File: src/rtl/nibble_serial_adder.sv
// rtl/nibble_serial_adder.sv - wide unsigned adder sequenced through one 4-bit add-with-carry slice
module nibble_serial_adder #(
    parameter int NIBBLES = 4
) (
    input  logic                 CLK,
    input  logic                 RST,
    input  logic                 START_VALID,
    output logic                 START_READY,
    input  logic [4*NIBBLES-1:0] A,
    input  logic [4*NIBBLES-1:0] B,
    output logic                 DONE_VALID,
    input  logic                 DONE_READY,
    output logic [4*NIBBLES:0]   X
);
    localparam int W  = 4 * NIBBLES;
    localparam int IW = (NIBBLES > 1) ? $clog2(NIBBLES) : 1;

    typedef enum logic [1:0] {
        S_IDLE,
        S_RUN,
        S_DONE
    } state_t;

    state_t        state_q, state_d;
    logic [W-1:0]  a_q, a_d;
    logic [W-1:0]  b_q, b_d;
    logic [W:0]    x_q, x_d;
    logic          carry_q, carry_d;
    logic [IW-1:0] idx_q, idx_d;

    logic [3:0]    nib_a;
    logic [3:0]    nib_b;
    logic [4:0]    sum;
    logic          last;

    always_ff @(posedge CLK or posedge RST) begin
        if (RST) begin
            state_q <= S_IDLE;
            a_q     <= '0;
            b_q     <= '0;
            x_q     <= '0;
            carry_q <= 1'b0;
            idx_q   <= '0;
        end else begin
            state_q <= state_d;
            a_q     <= a_d;
            b_q     <= b_d;
            x_q     <= x_d;
            carry_q <= carry_d;
            idx_q   <= idx_d;
        end
    end

    // Only the latched operands feed the slice, so A/B may change after the start transfer.
    always_comb begin
        nib_a = 4'd0;
        nib_b = 4'd0;
        for (int k = 0; k < NIBBLES; k++) begin
            if (idx_q == IW'(k)) begin
                nib_a = a_q[4*k +: 4];
                nib_b = b_q[4*k +: 4];
            end
        end
        sum  = {1'b0, nib_a} + {1'b0, nib_b} + {4'd0, carry_q};
        last = (idx_q == IW'(NIBBLES - 1));
    end

    always_comb begin
        state_d = state_q;
        a_d     = a_q;
        b_d     = b_q;
        x_d     = x_q;
        carry_d = carry_q;
        idx_d   = idx_q;
        case (state_q)
            S_IDLE: begin
                if (START_VALID) begin
                    a_d     = A;
                    b_d     = B;
                    x_d     = '0;
                    carry_d = 1'b0;
                    idx_d   = '0;
                    state_d = S_RUN;
                end
            end
            S_RUN: begin
                for (int k = 0; k < NIBBLES; k++) begin
                    if (idx_q == IW'(k)) begin
                        x_d[4*k +: 4] = sum[3:0];
                    end
                end
                carry_d = sum[4];
                idx_d   = idx_q + 1'b1;
                if (last) begin
                    x_d[W]  = sum[4];
                    idx_d   = '0;
                    state_d = S_DONE;
                end
            end
            S_DONE: begin
                if (DONE_READY) begin
                    state_d = S_IDLE;
                end
            end
            default: state_d = S_IDLE;
        endcase
    end

    assign START_READY = (state_q == S_IDLE);
    assign DONE_VALID  = (state_q == S_DONE);
    assign X           = x_q;
endmodule

File: config.mk
export PLATFORM = sky130hd
export DESIGN_NAME = nibble_serial_adder
export DESIGN_NICKNAME = d
export VERILOG_FILES = /design/src/rtl/nibble_serial_adder.sv
export SDC_FILE = /design/constraint.sdc
export NUM_CORES = 1
export LEC_CHECK = 0
export ABC_AREA = 1
export CAP_MARGIN = 0
export CORE_MARGIN = 2
export CORE_UTILIZATION = 56
export DETAILED_ROUTE_END_ITERATION = 16
export DONT_BUFFER_PORTS = 1
export PLACE_DENSITY = 0.71
export SLEW_MARGIN = 20
export SYNTH_ARGS = -nofsm -noshare
export SYNTH_HDL_FRONTEND = slang
export SYNTH_SLANG_ARGS = --single-unit
File: constraint.sdc
create_clock -name CLK -period 2.9 [get_ports CLK]
set_input_delay 0.87 -clock CLK [delete_from_list [all_inputs] [get_ports CLK]]
set_output_delay 0.87 -clock CLK [all_outputs]
set_load 0.1 [all_outputs]
==> results of run 1 <==
Yosys cell counts:
master and n:
sky130_fd_sc_hd__buf_6 4, sky130_fd_sc_hd__a22oi_1 2, sky130_fd_sc_hd__nand3_1 2, sky130_fd_sc_hd__nor2_2 1, sky130_fd_sc_hd__a21oi_2 1, sky130_fd_sc_hd__or2_2 2
sky130_fd_sc_hd__o22ai_1 1, sky130_fd_sc_hd__nor2_1 4, sky130_fd_sc_hd__a21oi_1 13, sky130_fd_sc_hd__clkbuf_1 3, sky130_fd_sc_hd__inv_2 2, sky130_fd_sc_hd__nand4_1 4
sky130_fd_sc_hd__dfrtp_1 54, sky130_fd_sc_hd__buf_2 3, sky130_fd_sc_hd__o21ai_0 28, sky130_fd_sc_hd__fa_1 2, sky130_fd_sc_hd__ha_1 7, sky130_fd_sc_hd__o211ai_1 2
sky130_fd_sc_hd__nand2_1 147, sky130_fd_sc_hd__nand2_4 1, sky130_fd_sc_hd__inv_1 27, sky130_fd_sc_hd__o21ai_2 4, sky130_fd_sc_hd__nand2_2 1
critical path: cells and delay by family, from the launching register on:
| kind | cells | cell delay, ps |
|---|---|---|
| buf+inv | 1 | 190 |
| simple gates | 4 | 540 |
| compound gates | 3 | 450 |
| fa+ha+maj | 3 | 1080 |
| flops | 1 | 440 |
how the worst max path moves through the flow:
stage,startpoint,end,slack [ps]
after floorplan,state_q[0],DONE_VALID,330
final,idx_q[1],X[9],130
after detailed placement,idx_q[1],X[9],100
after global placement,idx_q[0],X[5],250
after CTS,idx_q[0],X[9],80
after global routing,idx_q[1],X[9],-20
final cells by class:
type	count	area [um^2]
Clock buffer	5	68.8
Clock inverter	3	40.0
Fill cell	406	1590
Inverter	29	109
Multi-Input combinational cell	222	1090
Sequential cell	54	1350
Tap cell	52	65.1
Timing Repair Buffer	7	65.1
kinds of logic after synthesis:
group / count (synthesis) / synth area share
adders and majority gates: 9 / 0.0494
AOI/OAI and AO/OA: 51 / 0.110
and+or+nand+nor: 162 / 0.247
DFF: 54 / 0.523
buffers and inverters: 39 / 0.0698
layout by cell type (no fill, tap or decap), drive strengths merged, types with 2 or more instances in the layout:
cell type  count
or2            2
fa             2
o211ai         2
nand2        149
nand3          2
nor2           5
inv           29
a21oi         14
clkinv         2
a22oi          2
ha             7
dfrtp         54
buf            7
clkbuf         5
nand4          4
o21ai         32
through the flow:
step                worst slack (ps)   util  instances  hold slack [ps]
finish                           134  0.637        372              485
global route                   -15.1  0.637        372              508
CTS                             79.1  0.628        372              491
detailed placement               105  0.603        364              467
global placement                 250  0.603        364              464
floorplan                        334      -        315              444
what timing repair did:
item,in CTS,in global routing
endpoints found under the hold margin,0,0
setup buffers,0,0
endpoints found under the setup margin,0,9
gates resized for setup,0,8
registers in the layout, indices dropped and copies added, names as in the netlist:
register and cells:
idx_q 2, b_q 16, X 17, carry_q 1, a_q 16, state_q 2
layer usage:
metal,part of all wire,global-route usage,up-vias
li1,-,-,999
met1,0.46,0.320,906
met2,0.46,0.337,49
met3,0.063,0.0625,7
met4,0.014,0.0755,0
met5,0,0,-
==> flow_summary_export.csv, run 1 <==
group,metric,value,unit
job,max_cap_viol_count,0,
outcome,status,"complete, no violations",
layout,stdcell_area,0.00279,mm^2
clock_tree,clkLatencyLatePin,310,ps
timing,final.setup.tns,0,ps
floorplan,floorplan.die.width,71.9,um
synth,post_synth_inst_count,315,
floorplan,num_rows,24,
timing,max_freq,0.361,GHz
clock_tree,clk_pin_slew_worst_paths,100,ps
placement,place_congestion,0.836,
clock_tree,clock_sink_count,54,
layout,finish.net_count,364,
drt,postRouteAntennaNets,0,
clock_tree,cts-hold-fix-buffers,0,
timing,timing.final.crit_share,0.954,
critical_path,reg2reg_depth,11,
critical_path,crit_arrival,3000,ps
drt,route.detailed.wl_per_inst,13.8,um
drt,routed_wl,5140,um
critical_path,crit-reg2reg-capture,"X[9]",
synth,netlist_area,0.00258,mm^2
placement,place.port_buffers,0,
drt,first_pass_iters,4,
timing,max_slew_vio_count,0,
clock_tree,clockRootBuffer,"sky130_fd_sc_hd__clkbuf_8",
drt,vias_per_cell,5.27,
clock_tree,cts_tree,"built",
layout,insertedDiodeCount,0,
grt,grt_pass1_wl,8910,um
min_path,hold_path.class,"in -> async",
placement,postPlaceCellArea,0.00264,mm^2
grt,grt_pass1_vias,1863,
critical_path,required,3130,ps
critical_path,critical-path-slowest-cell,"sky130_fd_sc_hd__fa_1",
floorplan,die-height,71.9,um
synth,synthesis.yosys.warnings,0,
timing,timing.max_slew.rel_slack,0.392,
floorplan,design.core.area,0.00438,mm^2
critical_path,critical_path_class,"reg -> reg",
clock_tree,cts-root-to-sink-buffers,2,
critical_path,path_cells,"inv_1, ha_4, nand2_1, o21ai_0, nand2_1, nand2_1, o21ai_0, fa_1, fa_1, or2_2, o21ai_0",
synth,synth_area_per_cell,8.20,um^2
critical_path,slowest_delay,450,ps
synth,synthesis.nets,360,
synth,yosys-top-cells-area,"sky130_fd_sc_hd__dfrtp_1 (52%), sky130_fd_sc_hd__nand2_1 (21%), sky130_fd_sc_hd__o21ai_0 (5.4%)",
floorplan,io-pin-count,55,
floorplan,die_area,0.00517,mm^2
drt,dr.first_iter.drc_count,154,
synth,yosysSeqAreaShare,0.523,
floorplan,initial_utilization,0.589,
critical_path,worst_setup_path_start_kind,"flop",
grt,grt_start_max_net_pins,39,
synth,ys_types,23,
critical_path,cp_max_fo,6,
placement,dp.final_hpwl,3650,um
layout,drive_above_1_share,0.106,
layout,area_growth_syn_to_layout,8.09,%
timing,worst_pin_slew,911,ps
grt,overflow,0,
synth,synth_largest_area_cell,"sky130_fd_sc_hd__dfrtp_1",
drt,drc,0,
critical_path,r2r_slack,130,ps
critical_path,timing.rr.start,"idx_q[1]",
timing,finalWorstPathRequiredPeriod,2770,ps
grt,global_route.usage.total,0.225,
clock_tree,numCtsBuffers,5,
critical_path,endpoint_kind,"flop",
timing,final-setup-viol-count,0,
timing,hold_vio_cnt_final,0,
synth,yosysTopAreaCellShare,0.523,
timing,timing.clock.skew,11.1,ps
grt,antenna_found_initial,0,
synth,synth_seq_cells,54,
drt,routed-via-count,1961,
clock_tree,cts-htree-levels,2,
Power of run 1 is left out: the tool's default activity adds up to more than one toggle a clock period on the data nets, which glitch-free logic cannot reach.
==> run 2, diff against run 1 <==
--- a/config.mk
+++ b/config.mk
@@ -7,7 +7,6 @@
 export LEC_CHECK = 0
 export ABC_AREA = 1
 export CAP_MARGIN = 0
-export CORE_MARGIN = 2
 export CORE_UTILIZATION = 56
 export DETAILED_ROUTE_END_ITERATION = 16
 export DONT_BUFFER_PORTS = 1
==> constraint.sdc (replaced) <==
create_clock -name CLK -period 2.7 [get_ports CLK]
set_input_delay 0.81 -clock CLK [delete_from_list [all_inputs] [get_ports CLK]]
set_output_delay 0.81 -clock CLK [all_outputs]
set_load 0.1 [all_outputs]
==> run 2 against run 1 <==
Net effect:
- via count increased by 4.3%
- sequential share of layout area decreased by 1.9 points
- final cell count increased by 5.6%
- design area increased by 3.9%
- non-clock buffer count increased by 22
- register-to-register slack about the same
- clock skew decreased by 6.8 ps
- highest routed layer unchanged
==> flow_summary_export.csv, run 2 (synthesized netlist as in run 1, its figures left out) <==
group,metric,value,unit
floorplan,design.core.area,0.00438,mm^2
critical_path,r2r_slack,140,ps
layout,layout_commonest_cell,"sky130_fd_sc_hd__nand2_1",
clock_tree,cts-hold-fix-buffers,0,
critical_path,cp_max_fo,4,
floorplan,die_area,0.00489,mm^2
layout,flip_flop_count_of_the_largest_register_all_copies_and_words_added,17,
grt,grt_start_max_net_pins,39,
placement,dp.final_hpwl,3710,um
critical_path,worst_setup_path_start_kind,"flop",
timing,max_slew_vio_count,0,
critical_path,required,2930,ps
placement,place.port_buffers,0,
drt,drc,0,
drt,route.detailed.wl_per_inst,12.9,um
drt,vias_per_cell,5.21,
layout,layout.core_utilization,0.662,
placement,place_congestion,0.905,
timing,hold-worst-slack,446,ps
job,max_cap_viol_count,0,
drt,routed-via-count,2046,
layout,drive_above_1_share,0.155,
floorplan,io-pin-count,55,
outcome,status,"complete, no violations",
timing,timing.clock.skew,4.24,ps
grt,grt_pass1_wl,9080,um
timing,timing.max_slew.rel_slack,0.616,
clock_tree,cts_tree,"built",
clock_tree,clockRootBuffer,"sky130_fd_sc_hd__clkbuf_8",
critical_path,reg2reg_depth,11,
timing,timing.final.crit_share,0.946,
timing,worst_pin_slew,575,ps
clock_tree,cts-htree-levels,2,
layout,area_growth_syn_to_layout,12.3,%
min_path,hold_path.class,"in -> async",
floorplan,die-height,69.9,um
clock_tree,clock_sink_count,54,
timing,final-setup-viol-count,0,
grt,grt_pass1_vias,2011,
drt,dr.first_iter.drc_count,114,
critical_path,timing.rr.start,"idx_q[0]",
critical_path,critical_path_class,"reg -> reg",
timing,max_freq,0.391,GHz
clock_tree,numCtsBuffers,5,
grt,global_route.usage.total,0.231,
critical_path,crit-reg2reg-capture,"X[13]",
floorplan,initial_utilization,0.589,
timing,finalWorstPathRequiredPeriod,2560,ps
layout,final_cell_mix,"sky130_fd_sc_hd__nand2_1 (147), sky130_fd_sc_hd__dfrtp_1 (54), sky130_fd_sc_hd__buf_4 (28)",
clock_tree,cts-root-to-sink-buffers,2,
clock_tree,clkLatencyLatePin,300,ps
drt,postRouteAntennaNets,0,
drt,first_pass_iters,4,
layout,finish.net_count,386,
critical_path,crit_arrival,2780,ps
layout,insertedDiodeCount,0,
timing,hold_vio_cnt_final,0,
drt,routed_wl,5080,um
clock_tree,clk_pin_slew_worst_paths,90,ps
grt,overflow,0,
grt,antenna_found_initial,0,
floorplan,floorplan.die.width,69.9,um
floorplan,num_rows,24,
critical_path,endpoint_kind,"flop",
-- run 2: changes by cell type in the layout (fill, tap and decap cells not counted), sizes merged --
cell    change
clkinv      -2
buf        +22
clkbuf      +2
bufinv      -1
-- run 2: per-stage QoR --
step	setup WS [ps]	cell area [um^2]	instances	setup TNS, ps
finish	145	2900	393	0
global route	-23.5	2900	393	-61.5
CTS	31.8	2860	390	0
detailed placement	87.7	2790	383	0
global placement	163	2790	383	0
floorplan	161	2580	315	0
-- run 2: area by class of cell --
| class | count | area, um^2 |
|---|---|---|
| Fill cell | 376 | 1480 |
| Tap cell | 52 | 65.1 |
| Inverter | 29 | 109 |
| Clock buffer | 7 | 76.3 |
| Timing Repair Buffer | 29 | 230 |
| Sequential cell | 54 | 1350 |
| Multi-Input combinational cell | 222 | 1070 |
-- run 2: worst max-delay path, stage by stage, from the launching register on --
cell                      delay, ps
sky130_fd_sc_hd__dfrtp_1        420
sky130_fd_sc_hd__inv_1          100
sky130_fd_sc_hd__ha_2           200
sky130_fd_sc_hd__nand2_1         50
sky130_fd_sc_hd__o21ai_0        140
sky130_fd_sc_hd__nand2_1         70
sky130_fd_sc_hd__nand2_1         60
sky130_fd_sc_hd__o21ai_0        130
sky130_fd_sc_hd__fa_2           400
sky130_fd_sc_hd__fa_1           420
sky130_fd_sc_hd__or2_2          350
sky130_fd_sc_hd__o21ai_0        160
-- run 2: layer usage --
layer / vias up / routed length, um / GRT usage
met5: - / 0 / 0
met3: 9 / 299 / 0.0620
met4: 0 / 82 / 0.0733
met1: 936 / 2390 / 0.316
li1: 1042 / - / -
met2: 59 / 2300 / 0.361
-- run 2: worst max-delay path by stage --
stage / start / to / slack [ps] / cells past startpoint
finish: idx_q[0] / X[13] / 140 / 11
global placement: idx_q[1] / X[1] / 160 / 11
detailed placement: idx_q[1] / X[1] / 90 / 11
floorplan: idx_q[0] / X[13] / 160 / 10
CTS: idx_q[1] / X[5] / 30 / 11
global route: idx_q[0] / X[13] / -20 / 11
-- run 2: timing repair --
action                     4_1_cts  5_1_grt
setup endpoints to repair        0       12
resized for setup                0        9
setup buffers                    0        3
Power of run 2 is left out for the same reason.
==> run 3, diff against run 2 <==
--- a/config.mk
+++ b/config.mk
@@ -6,11 +6,12 @@
 export NUM_CORES = 1
 export LEC_CHECK = 0
 export ABC_AREA = 1
+export ABC_CLOCK_PERIOD_IN_PS = 2700
 export CAP_MARGIN = 0
-export CORE_UTILIZATION = 56
+export CORE_UTILIZATION = 62
 export DETAILED_ROUTE_END_ITERATION = 16
 export DONT_BUFFER_PORTS = 1
-export PLACE_DENSITY = 0.71
+export PLACE_DENSITY = 0.78
 export SLEW_MARGIN = 20
 export SYNTH_ARGS = -nofsm -noshare
 export SYNTH_HDL_FRONTEND = slang
==> run 3 against run 2 <==
Net effect:
- setup slack got worse by 27 ps
- die area decreased by 9.4%
- clock-buffer cell count decreased by 2
- non-clock buffer count decreased by 2
- maximum frequency decreased by 1.1%
- core utilization increased by 5.8 points
- design area decreased by 0.82%
- sequential cell count unchanged
- global-route usage increased by 2.7 points
- critical path type unchanged
- critical endpoint is now X[9]
==> flow_summary_export.csv, run 3 (synthesized netlist as in run 1, its figures left out) <==
group,metric,value,unit
timing,timing.clock.skew,5.50,ps
drt,route.detailed.wl_per_inst,13.0,um
critical_path,critical_path_class,"reg -> reg",
grt,global_route.usage.total,0.258,
drt,dr.first_iter.drc_count,124,
placement,place_congestion,0.844,
timing,worst_pin_slew,533,ps
grt,grt_most_used_layer,"met2",
floorplan,io-pin-count,55,
grt,grt_pass1_wl,8420,um
placement,place.port_buffers,0,
critical_path,crit_arrival,2800,ps
outcome,status,"complete, no violations",
clock_tree,clkLatencyLatePin,300,ps
drt,routed-via-count,2028,
timing,timing.max_slew.rel_slack,0.644,
clock_tree,clock_sink_count,54,
grt,grt_pass1_vias,1932,
floorplan,design.core.area,0.00400,mm^2
timing,max_freq,0.387,GHz
critical_path,endpoint_kind,"flop",
layout,flip_flop_count_of_the_largest_register_all_copies_and_words_added,17,
critical_path,cpLargestDelayFamily,"adder cells",
clock_tree,clockRootBuffer,"sky130_fd_sc_hd__clkbuf_8",
timing,final-setup-viol-count,0,
layout,final_cell_mix,"sky130_fd_sc_hd__nand2_1 (147), sky130_fd_sc_hd__dfrtp_1 (53), sky130_fd_sc_hd__buf_4 (27)",
grt,overflow,0,
clock_tree,cts-htree-levels,2,
grt,met2_usage,0.409,
layout,finish.net_count,384,
critical_path,required,2920,ps
layout,drive_above_1_share,0.156,
layout,layout_commonest_cell,"sky130_fd_sc_hd__nand2_1",
clock_tree,clk_pin_slew_worst_paths,90,ps
drt,drc,0,
timing,timing.final.crit_share,0.956,
layout,area_growth_syn_to_layout,11.4,%
drt,postRouteAntennaNets,0,
grt,grtUsageMet1,0.341,
floorplan,floorplan.die.width,66.5,um
job,max_cap_viol_count,0,
critical_path,timing.critical_path.buf_inv,3,
floorplan,initial_utilization,0.646,
critical_path,worst_setup_path_start_kind,"flop",
floorplan,die-height,66.5,um
floorplan,num_rows,23,
min_path,hold_path.class,"in -> async",
grt,grt_start_max_net_pins,39,
placement,dp.final_hpwl,3810,um
grt,groute.layer.met3.usage,0.0582,
clock_tree,numCtsBuffers,5,
critical_path,slowest_delay,420,ps
timing,finalWorstPathRequiredPeriod,2580,ps
critical_path,critical-path-slowest-cell,"sky130_fd_sc_hd__dfrtp_2",
timing,grt_setup_unrepaired,"no",
grt,antenna_found_initial,0,
timing,max_slew_vio_count,0,
layout,insertedDiodeCount,0,
floorplan,die_area,0.00443,mm^2
critical_path,cp_common_cell,"sky130_fd_sc_hd__nand2_1",
drt,first_pass_iters,4,
drt,routed_wl,5050,um
critical_path,cp_max_fo,8,
timing,final.setup.tns,0,ps
clock_tree,cts_tree,"built",
clock_tree,cts-root-to-sink-buffers,2,
timing,hold_vio_cnt_final,0,
critical_path,path_cells,"buf_4, ha_4, inv_1, nand2_1, inv_1, nand2_1, nand2_1, a22oi_1, fa_2, fa_1, or2_2, o21ai_0",
drt,vias_per_cell,5.21,
run 3: area by class of cell:
cell class / count / area (um^2)
fillers: 331 / 1120
repair buffers: 27 / 203
clock buffers: 5 / 68.8
multi-input cells: 222 / 1070
well taps: 50 / 62.6
flip-flops and latches: 54 / 1350
inverters: 29 / 109
clock inverters: 2 / 10.0
run 3: worst paths after layout:
path	endpoint	slack (ps)	startpoint	depth (start not counted)
setup / recovery	X[9]	120	idx_q[0]	12
hold / removal	b_q[5]	270	RST	1
setup reg to reg	X[9]	120	idx_q[0]	12
hold reg to reg	a_q[5]	480	a_q[5]	2
max in group asynchronous	idx_q[0]	1870	RST	2
min in group CLK	a_q[5]	480	a_q[5]	2
run 3: timing repair:
action / in CTS / in global routing
hold endpoints to repair: 0 / 0
endpoints found under the setup margin: 0 / 10
buffers inserted: 0 / 1
resized for setup: 0 / 11
hold buffers: 0 / 0
run 3: through the flow:
stage	hold slack (ps)	cells	area (um^2)	worst slack [ps]	util
after floorplan	444	315	2580	161	-
after global placement	466	381	2770	164	0.693
after detailed placement	467	381	2770	31.8	0.693
after CTS	272	388	2850	14.3	0.713
after global routing	276	389	2880	8.35	0.719
final	273	389	2880	118	0.719
run 3: per-layer routing:
layer | up-vias | wire, um | part of all wire
met5 | - | 0 | 0
met4 | 0 | 102 | 0.020
met3 | 10 | 267 | 0.053
met2 | 55 | 2340 | 0.46
met1 | 934 | 2340 | 0.46
li1 | 1029 | - | -
Power of run 3 is left out for the same reason.
